==> src/rtl/rc5_pkg.sv <==
// Shared RC5-32 definitions: FSM encoding, magic constants, default round count
// and 32-bit rotate helpers.
package rc5_pkg;

  localparam int unsigned RC5_ROUNDS = 12;
  localparam logic [31:0] P32 = 32'hB7E15163;
  localparam logic [31:0] Q32 = 32'h9E3779B9;

  typedef enum logic [2:0] {
    StIdle,
    StKInit,
    StKMix,
    StDRound,
    StDFinal
  } state_t;

  // (0 - sh) mod 32 is the complementary shift; sh == 0 degenerates to x | x.
  function automatic logic [31:0] rotl32(input logic [31:0] x, input logic [4:0] sh);
    return (x << sh) | (x >> (5'd0 - sh));
  endfunction

  function automatic logic [31:0] rotr32(input logic [31:0] x, input logic [4:0] sh);
    return (x >> sh) | (x << (5'd0 - sh));
  endfunction

endpackage

==> src/rtl/rc5_key_sched.sv <==
// RC5-32 key expansion: fills S with the P/Q ramp, then runs the 3*T mixing pass.
// Owns S and L storage; S is read combinationally through two ports.
module rc5_key_sched
  import rc5_pkg::*;
#(
  parameter int unsigned ROUNDS = RC5_ROUNDS,
  localparam int unsigned T = 2 * ROUNDS + 2,
  localparam int unsigned IW = $clog2(T)
) (
  input  logic          clk,
  input  logic          rst,
  input  logic [127:0]  key,
  input  logic          start,
  input  logic          init_en,
  input  logic          mix_en,
  output logic          init_last,
  output logic          done,
  input  logic [IW-1:0] rd_addr_lo,
  input  logic [IW-1:0] rd_addr_hi,
  output logic [31:0]   rd_data_lo,
  output logic [31:0]   rd_data_hi
);

  localparam int unsigned KW = $clog2(3 * T);

  logic [31:0]   s_q [T];
  logic [31:0]   l_q [4];
  logic [IW-1:0] i_q;
  logic [1:0]    j_q;
  logic [KW-1:0] k_q;
  logic [31:0]   a_q, b_q, init_q;

  logic [31:0]   mix_a, mix_ab, mix_b;
  logic [IW-1:0] i_next;

  always_comb begin
    mix_a  = rotl32(s_q[i_q] + a_q + b_q, 5'd3);
    mix_ab = mix_a + b_q;
    mix_b  = rotl32(l_q[j_q] + mix_ab, mix_ab[4:0]);
    i_next = (i_q == IW'(T - 1)) ? '0 : i_q + 1'b1;
  end

  assign init_last  = init_en && (i_q == IW'(T - 1));
  assign done       = mix_en && (k_q == KW'(3 * T - 1));
  assign rd_data_lo = s_q[rd_addr_lo];
  assign rd_data_hi = s_q[rd_addr_hi];

  // i wraps to 0 after the last init write, so mixing starts at S[0] for free.
  always_ff @(posedge clk or posedge rst) begin
    if (rst) begin
      for (int n = 0; n < int'(T); n++) s_q[n] <= '0;
      for (int n = 0; n < 4; n++) l_q[n] <= '0;
      i_q    <= '0;
      j_q    <= '0;
      k_q    <= '0;
      a_q    <= '0;
      b_q    <= '0;
      init_q <= P32;
    end else if (start) begin
      for (int n = 0; n < 4; n++) l_q[n] <= key[32*n +: 32];
      i_q    <= '0;
      j_q    <= '0;
      k_q    <= '0;
      a_q    <= '0;
      b_q    <= '0;
      init_q <= P32;
    end else if (init_en) begin
      s_q[i_q] <= init_q;
      init_q   <= init_q + Q32;
      i_q      <= i_next;
    end else if (mix_en) begin
      s_q[i_q] <= mix_a;
      l_q[j_q] <= mix_b;
      a_q      <= mix_a;
      b_q      <= mix_b;
      i_q      <= i_next;
      j_q      <= j_q + 1'b1;
      k_q      <= k_q + 1'b1;
    end
  end

endmodule

==> src/rtl/rc5_dec_core.sv <==
// RC5-32 decryption core: one round per cycle after an on-chip key schedule.
// Define RC5_DEC_ZEROIZE_DOUT_EN to force dout to zero whenever dout_en is low.
module rc5_dec_core
  import rc5_pkg::*;
#(
  parameter int unsigned ROUNDS = RC5_ROUNDS
) (
  input  logic         clk,
  input  logic         rst,
  input  logic [127:0] key,
  input  logic         key_en,
  output logic         key_ok,
  input  logic [63:0]  din,
  input  logic         din_en,
  output logic [63:0]  dout,
  output logic         dout_en
);

  localparam int unsigned T = 2 * ROUNDS + 2;
  localparam int unsigned IW = $clog2(T);

  state_t        state_q, state_d;
  logic [31:0]   a_q, a_d, b_q, b_d;
  logic [IW-1:0] r_q, r_d;
  logic [63:0]   dout_q, dout_d;
  logic          dout_en_q, dout_en_d;
  logic          key_ok_q, key_ok_d;

  logic          init_last, sched_done;
  logic [IW-1:0] addr_lo, addr_hi;
  logic [31:0]   s_lo, s_hi;
  logic [31:0]   rnd_a, rnd_b, fin_a, fin_b;

  // r counts down to 0, so DFINAL naturally addresses S[0]/S[1].
  assign addr_lo = {r_q[IW-2:0], 1'b0};
  assign addr_hi = {r_q[IW-2:0], 1'b1};

  rc5_key_sched #(
    .ROUNDS(ROUNDS)
  ) u_key_sched (
    .clk       (clk),
    .rst       (rst),
    .key       (key),
    .start     (key_en),
    .init_en   (state_q == StKInit),
    .mix_en    (state_q == StKMix),
    .init_last (init_last),
    .done      (sched_done),
    .rd_addr_lo(addr_lo),
    .rd_addr_hi(addr_hi),
    .rd_data_lo(s_lo),
    .rd_data_hi(s_hi)
  );

  always_comb begin
    rnd_b = rotr32(b_q - s_hi, a_q[4:0]) ^ a_q;
    rnd_a = rotr32(a_q - s_lo, rnd_b[4:0]) ^ rnd_b;
    fin_b = b_q - s_hi;
    fin_a = a_q - s_lo;
  end

  always_comb begin
    state_d   = state_q;
    a_d       = a_q;
    b_d       = b_q;
    r_d       = r_q;
    dout_d    = dout_q;
    dout_en_d = 1'b0;
    key_ok_d  = key_ok_q;
    if (key_en) begin
      // Rekey wins over everything, including an in-flight block.
      state_d  = StKInit;
      key_ok_d = 1'b0;
    end else begin
      case (state_q)
        StIdle: begin
          if (din_en && key_ok_q) begin
            a_d     = din[31:0];
            b_d     = din[63:32];
            r_d     = IW'(ROUNDS);
            state_d = StDRound;
          end
        end
        StKInit: begin
          if (init_last) state_d = StKMix;
        end
        StKMix: begin
          if (sched_done) begin
            state_d  = StIdle;
            key_ok_d = 1'b1;
          end
        end
        StDRound: begin
          a_d = rnd_a;
          b_d = rnd_b;
          r_d = r_q - 1'b1;
          if (r_q == IW'(1)) state_d = StDFinal;
        end
        StDFinal: begin
          a_d       = fin_a;
          b_d       = fin_b;
          dout_d    = {fin_b, fin_a};
          dout_en_d = 1'b1;
          state_d   = StIdle;
        end
        default: state_d = StIdle;
      endcase
    end
  end

  always_ff @(posedge clk or posedge rst) begin
    if (rst) begin
      state_q   <= StIdle;
      a_q       <= '0;
      b_q       <= '0;
      r_q       <= '0;
      dout_q    <= '0;
      dout_en_q <= 1'b0;
      key_ok_q  <= 1'b0;
    end else begin
      state_q   <= state_d;
      a_q       <= a_d;
      b_q       <= b_d;
      r_q       <= r_d;
      dout_q    <= dout_d;
      dout_en_q <= dout_en_d;
      key_ok_q  <= key_ok_d;
    end
  end

  assign key_ok  = key_ok_q;
  assign dout_en = dout_en_q;

`ifdef RC5_DEC_ZEROIZE_DOUT_EN
  assign dout = dout_en_q ? dout_q : '0;
`else
  assign dout = dout_q;
`endif

endmodule

==> config.mk <==
export PLATFORM = sky130hd
export DESIGN_NAME = rc5_dec_core
export DESIGN_NICKNAME = d
export VERILOG_FILES = /design/src/rtl/rc5_pkg.sv /design/src/rtl/rc5_key_sched.sv /design/src/rtl/rc5_dec_core.sv
export SDC_FILE = /design/constraint.sdc
export NUM_CORES = 2
export LEC_CHECK = 0
export ABC_AREA = 0
export CAP_MARGIN = 20
export CORE_ASPECT_RATIO = 1.25
export CORE_MARGIN = 3
export CORE_UTILIZATION = 59
export CTS_CLUSTER_SIZE = 28
export DETAILED_ROUTE_END_ITERATION = 12
export DONT_BUFFER_PORTS = 1
export PLACE_DENSITY = 0.84
export SYNTH_ARGS = -nofsm -noshare
export SYNTH_HDL_FRONTEND = slang
export SYNTH_SLANG_ARGS = --single-unit
==> constraint.sdc <==
create_clock -name clk -period 88.2 [get_ports clk]
set_input_delay 17.64 -clock clk [delete_from_list [all_inputs] [get_ports clk]]
set_output_delay 17.64 -clock clk [all_outputs]
set_load 0.005 [all_outputs]
======== Word-level counts from Yosys, hierarchy flattened ========
Cells that the tools add are included.
word-level totals
  flip-flop bits (word level) ............. 1208
  latch bits .............................. 0
  RAM bits ................................ 0
  memory bits (read-only) ................. 0
  input bits .............................. 196
  output and inout bits ................... 66
  logic and storage cells ................. 172
  memories ................................ 0
operators by class
  add/sub/neg operators ................... 14
  $mul .................................... 0
  divide/modulo/power cells ............... 0
  $lt $le $gt $ge ......................... 6
  equal/unequal tests ..................... 13
  shifts and indexed selects .............. 6
  multiplexer cells ....................... 59
  bitwise logic cells ..................... 11
  reduce and logical (&&, ||, !) cells .... 20
operators with widths
  kind                                                       number
  bitwise mux 832 bit                                        2
  2-to-1 mux 832 bit                                         2
  2-to-1 mux 32 bit                                          20
  binary-select mux 32 bit (select 5 bit)                    3
  2-to-1 mux 128 bit                                         3
  case mux 32 bit (3 select lines)                           2
  demux 32 bit (select 5 bit)                                1
  adder 32 bit                                               4
  bitwise mux 128 bit                                        1
  bitwise OR 32 bit                                          3
  << shifter 32 x 5 -> 32 bit                                3
  right shift 32 x 5 -> 32 bit                               3
  binary-select mux 32 bit (select 2 bit)                    1
  demux 32 bit (select 2 bit)                                1
  subtractor 32 bit                                          2
  XOR 32 bit                                                 2
  adder 32 bit (second input constant)                       1
  bitwise OR 32 x 3 -> 32 bit                                1
  2-to-1 mux 5 bit                                           5
  2-to-1 mux 7 bit                                           3
  greater-or-equal comparator 6 bit (second input constant)  3
  inverter 5 -> 6 bit                                        3
  2-to-1 mux 3 bit                                           5
  subtractor 1 x 5 -> 5 bit (first input constant)           3
  other kinds (28)                                           52

======== Longest topological paths before layout ========
  word-level depth ........................ 15
  depth in mapped cells ................... 63
  depth with buffers taken out ............ 59

======== Cells and area by module ========
From an unflattened synthesis, not the netlist that was laid out.
unflattened totals
  cells, all modules ...................... 9171
  area, all modules ....................... 88011.9 µm²
by module, submodules not included
  module         instances  cells an instance  area each (µm²)  sequential area each (µm²)
  rc5_key_sched  1          6710               69817.0          26797.0
  rc5_dec_core   1          2461               18195.0          3453.3

======== Worst setup path before layout ========
Ideal clock, no wire load.
  kind .................................... input to register
  start ................................... in key_en
  end ..................................... reg u_key_sched.s_q[41] (netlist bit)
  library setup time ...................... 0.078 ns
  data arrival time ....................... 19.170 ns
  required time ........................... 88.122 ns
  slack ................................... 68.952 ns
  stages on the path ...................... 8
  path buffers ............................ 3
  path through ............................ clkbuf_1 > a21oi_1 > clkbuf_1 > nand2_1 > nor2_1 > clkbuf_1 > nor2_1 > a21oi_1
between the ends
  longest elaborated chain between the ends .. 2
RTL lines
  element                               line                 source
  from (decl)                           rc5_dec_core.sv:11   input logic key_en,
  inverter 1 bit (no source line)       n/a
  AND reduction 2 bit (no source line)  n/a
  to (signal, indexed assignment)       rc5_key_sched.sv:68  s_q[i_q] <= init_q;
  to (signal, indexed assignment)       rc5_key_sched.sv:72  s_q[i_q] <= mix_a;
  to (decl)                             rc5_key_sched.sv:26  logic [31:0] s_q [T];
No other way between the ends.
A chain may end at the register's enable or synchronous reset.

==> impl_metrics.py <==
metrics = {
    "setup_path": {
        "crit_chain": "inv_8 > buf_4 > buf_4 > buf_12",
        "r2r_start": "u_key_sched.i_q[1]$_DFFE_PP0P_",
        "crit_top_cell": "buf_4",
        "critPathMaxStageDelay_ps": 810,
        "crit_start": "rst",
        "crit_arrival_ps": 20970,
        "crit_type": "primary input to asynchronous set/reset pin",
        "crit_required_ps": 88950,
        "end_kind": "asynchronous set/reset pin",
        "crit_path_start_kind": "primary input",
        "ff2ff_setup_slack_ps": 70960,
        "r2r_end": "u_key_sched.l_q[46]$_DFFE_PP0P_",
        "rr_worst_depth": 54,
        "slowest_stage": "buf_4",
        "cp_top_family": "buffers and inverters",
        "cp_num_buf_inv": 4,
        "cp_max_fo": 191,
    },
    "global_route": {
        "grt_pass1_wl_um": 453600,
        "grt_max_degree": 244,
        "grt_antenna_before_repair": 28,
        "overflow": 0,
        "grtUsageTotal_pct": 43.03,
        "grt_pass1_vias": 71960,
    },
    "clocking": {
        "cts_max_level": 3,
        "numCtsBuffers": 119,
        "clkTransAtPathRegs_ps": 60,
        "hold_buffers": 0,
        "cts_sinks": 1208,
        "clockBufferDepth": 3,
        "cts-resized-gates": 0,
        "tritoncts": "yes",
        "cts-root-buf": "clkbuf_16",
        "clkLatencyLatePin_ps": 830,
        "cts_setup_buffers": 0,
    },
    "logic_synthesis": {
        "yosysWarningCount": 0,
        "synth_compound_gate_area_share_pct": 20.35,
        "synth.yosys.seq_area_share_pct": 37.74,
        "synth_cell_types": 121,
        "synth_fa_ha_area_share_pct": 3.568,
        "synth-simple-area-share_pct": 13.99,
        "synthXorXnorAreaFrac_pct": 2.755,
        "synth_top_family_by_area": "compound AO/OA/AOI/OAI gates",
        "postSynthCellCount": 8602,
        "async_flop_share_pct": 100.0,
        "synth-edff-count": 0,
        "ys_seq_elements": 1208,
        "avgSynthCellArea_um2": 9.319,
        "synth_flop_cell": "dfrtp_1",
        "synth.cell_area_um2": 80160,
        "synth_nets": 9005,
        "synth.area.mux_share_pct": 17.41,
    },
    "outcome": {
        "outcome": "complete, no violations",
    },
    "place": {
        "dp_hpwl_um": 211000,
        "place_inst": 9823,
        "port-buffer-count": 0,
        "gp_congestion": 1.083,
    },
    "routing": {
        "routed_via_density": 7.328,
        "detail_route.iter0.violations": 11230,
        "drtAntennaViolNets": 0,
        "wl_um": 307000,
        "drt_first_pass_iters": 9,
        "wire_per_inst_um": 30.49,
        "num_vias": 73800,
        "route.detailed.drc": 0,
    },
    "floorplan": {
        "core-area_um2": 134400,
        "die_h_um": 418.1,
        "rows": 150,
        "die_w_um": 335.7,
        "initial_core_util_pct": 59.65,
        "die-area_um2": 140300,
        "ios": 262,
    },
    "timing": {
        "setup_tns_ps": 0,
        "slew_headroom_pct": 12.72,
        "tightest_slew_ps": 1303,
        "rsz0062_at_grt": "false",
        "period_share_pct": 22.92,
        "final-hold-violation-count": 0,
        "finClkSkew_ps": 79.62,
        "fmax_mhz": 49.47,
        "setup_viol_count_final": 0,
        "drv_slew": 0,
        "fin_crit_ps": 20210,
        "hold_slack_ps": 495.0,
    },
    "cells_and_area": {
        "n_fill_cell": 10420,
        "drive_gt1_share_pct": 14.05,
        "fin_nets": 8606,
        "areaGrowthSynthToFinish_pct": 6.934,
        "fin_util_pct": 63.79,
        "instances_no_fill": 10070,
    },
    "job": {
        "max_cap_viol_count": 0,
    },
    "power_and_ir_drop": {
        "p_leak_uw": 0.03624,
        "power.density_nw_per_um2": 46.98,
        "ir_worst_vdd_uv": 52.56,
    },
    "min_path": {
        "hp-class": "flip-flop to flip-flop",
        "hp-start": "b_q[8]$_DFFE_PP0P_",
        "holdPathStages": 2,
        "hold-path-endpoint": "b_q[8]$_DFFE_PP0P_",
    },
}
==> per-layer routing <==
layer  routed length [um]  vias up  track usage [%]
met2               134100     5556            63.94
met3                38910     1692            14.24
met1               103300    35840            50.92
met5                  154        -                0
li1                     -    30690                -
met4                30630       22            35.35
==> layout make-up <==
type,instances,area [um^2],share of cell area [%]
multi-input cells,6527,46920,54.74
well taps,1748,2187,2.552
flip-flops and latches,1208,30270,35.32
clock inverters,53,706.9,0.8247
clock buffers,166,3374,3.937
inverters,149,576.8,0.6729
diodes,22,55.05,0.06423
repair buffers,198,1623,1.893
==> placed cells by master (no fill, tap or decap), types with 133 or more instances in the layout <==
cell / instances
nor2_1: 508
mux4_2: 482
nand2_1: 1531
mux2i_1: 238
a21oi_1: 463
a221oi_1: 133
xnor2_1: 152
buf_4: 183
o21ai_0: 1218
dfrtp_1: 1181
ha_1: 170
inv_1: 135
==> worst max-delay path by stage <==
| stage | slack [ps] | cells past startpoint | to |
|---|---|---|---|
| floorplan | 36550 | 1 | a_q[0]$_DFFE_PP0P_ |
| global placement | 67150 | 4 | u_key_sched.s_q[187]$_DFFE_PP0P_ |
| detailed placement | 67060 | 4 | u_key_sched.j_q[0]$_DFFE_PP0P_ |
| CTS | 67900 | 4 | u_key_sched.s_q[155]$_DFFE_PP0P_ |
| global route | 67510 | 4 | u_key_sched.s_q[341]$_DFFE_PP0P_ |
| finish | 67990 | 4 | u_key_sched.s_q[468]$_DFFE_PP0P_ |
==> Yosys cell counts (36+ instances only) <==
master    count  area, um^2
nand3_1     104       520.5
or3_1        44       275.3
ha_1        171        2140
o22ai_1      45       281.5
a22oi_1      66       495.5
and3_1       99       619.3
buf_1        81       304.0
inv_1       139       521.8
o211ai_1     78       585.6
fa_1         36       720.7
xnor2_1     158        1384
mux4_2      482       10860
nand2_1    1559        5852
a31o_2       69       604.3
a21oi_1     465        2327
and2_1       39       244.0
mux2i_1     263        2633
dfrtp_1    1191       29800
a221oi_1    133        1165
a21o_1       93       698.2
a31oi_1      50       312.8
xor2_1       83       727.0
nor2_1      513        1926
clkbuf_1    597        2241
nor3_1      104       520.5
a211oi_1     77       578.1
o21ai_0    1218        6096
==> kinds of logic after synthesis <==
group / Yosys count
multiplexers: 784
AO/OA/AOI/OAI: 2647
AND/OR/NAND/NOR: 2642
adder cells (fa/ha/maj): 207
flip-flops: 1208
XOR/XNOR: 247
buffers and inverters: 867
==> per-stage QoR <==
step	power, uW	setup WS [ps]	cell area, um^2
final	4027	67990	85720
after global routing	4155	67510	85680
after CTS	3900	67900	85530
after detailed placement	3354	67060	81450
after global placement	3337	67150	81380
after floorplan	2451	36550	80160
==> report_power, final <==
| part | leakage (uW) | internal (uW) | switching (uW) | total (uW) |
|---|---|---|---|---|
| Sequential | 0.0162 | 618 | 60.3 | 678 |
| Clock | 0.00198 | 298 | 242 | 541 |
| Combinational | 0.0181 | 934 | 1870 | 2810 |
| Total | 0.0362 | 1850 | 2180 | 4030 |
==> state kept, by name, indices dropped and copies added (netlist names) <==
name                count
state_q                 3
dout_en                 1
r_q                     5
a_q                    32
b_q                    32
u_key_sched.j_q         2
key_ok                  1
u_key_sched.l_q       128
u_key_sched.s_q       832
u_key_sched.a_q        32
u_key_sched.b_q        32
dout                   64
u_key_sched.i_q         5
u_key_sched.init_q     32
u_key_sched.k_q         7
==> tightest hold or removal path, stage by stage (launching register included) <==
cell and delay, ps:
dfrtp_1 350, nand2_1 50, o21ai_0 60
No activity file was read; power rests on OpenSTA's default activity.
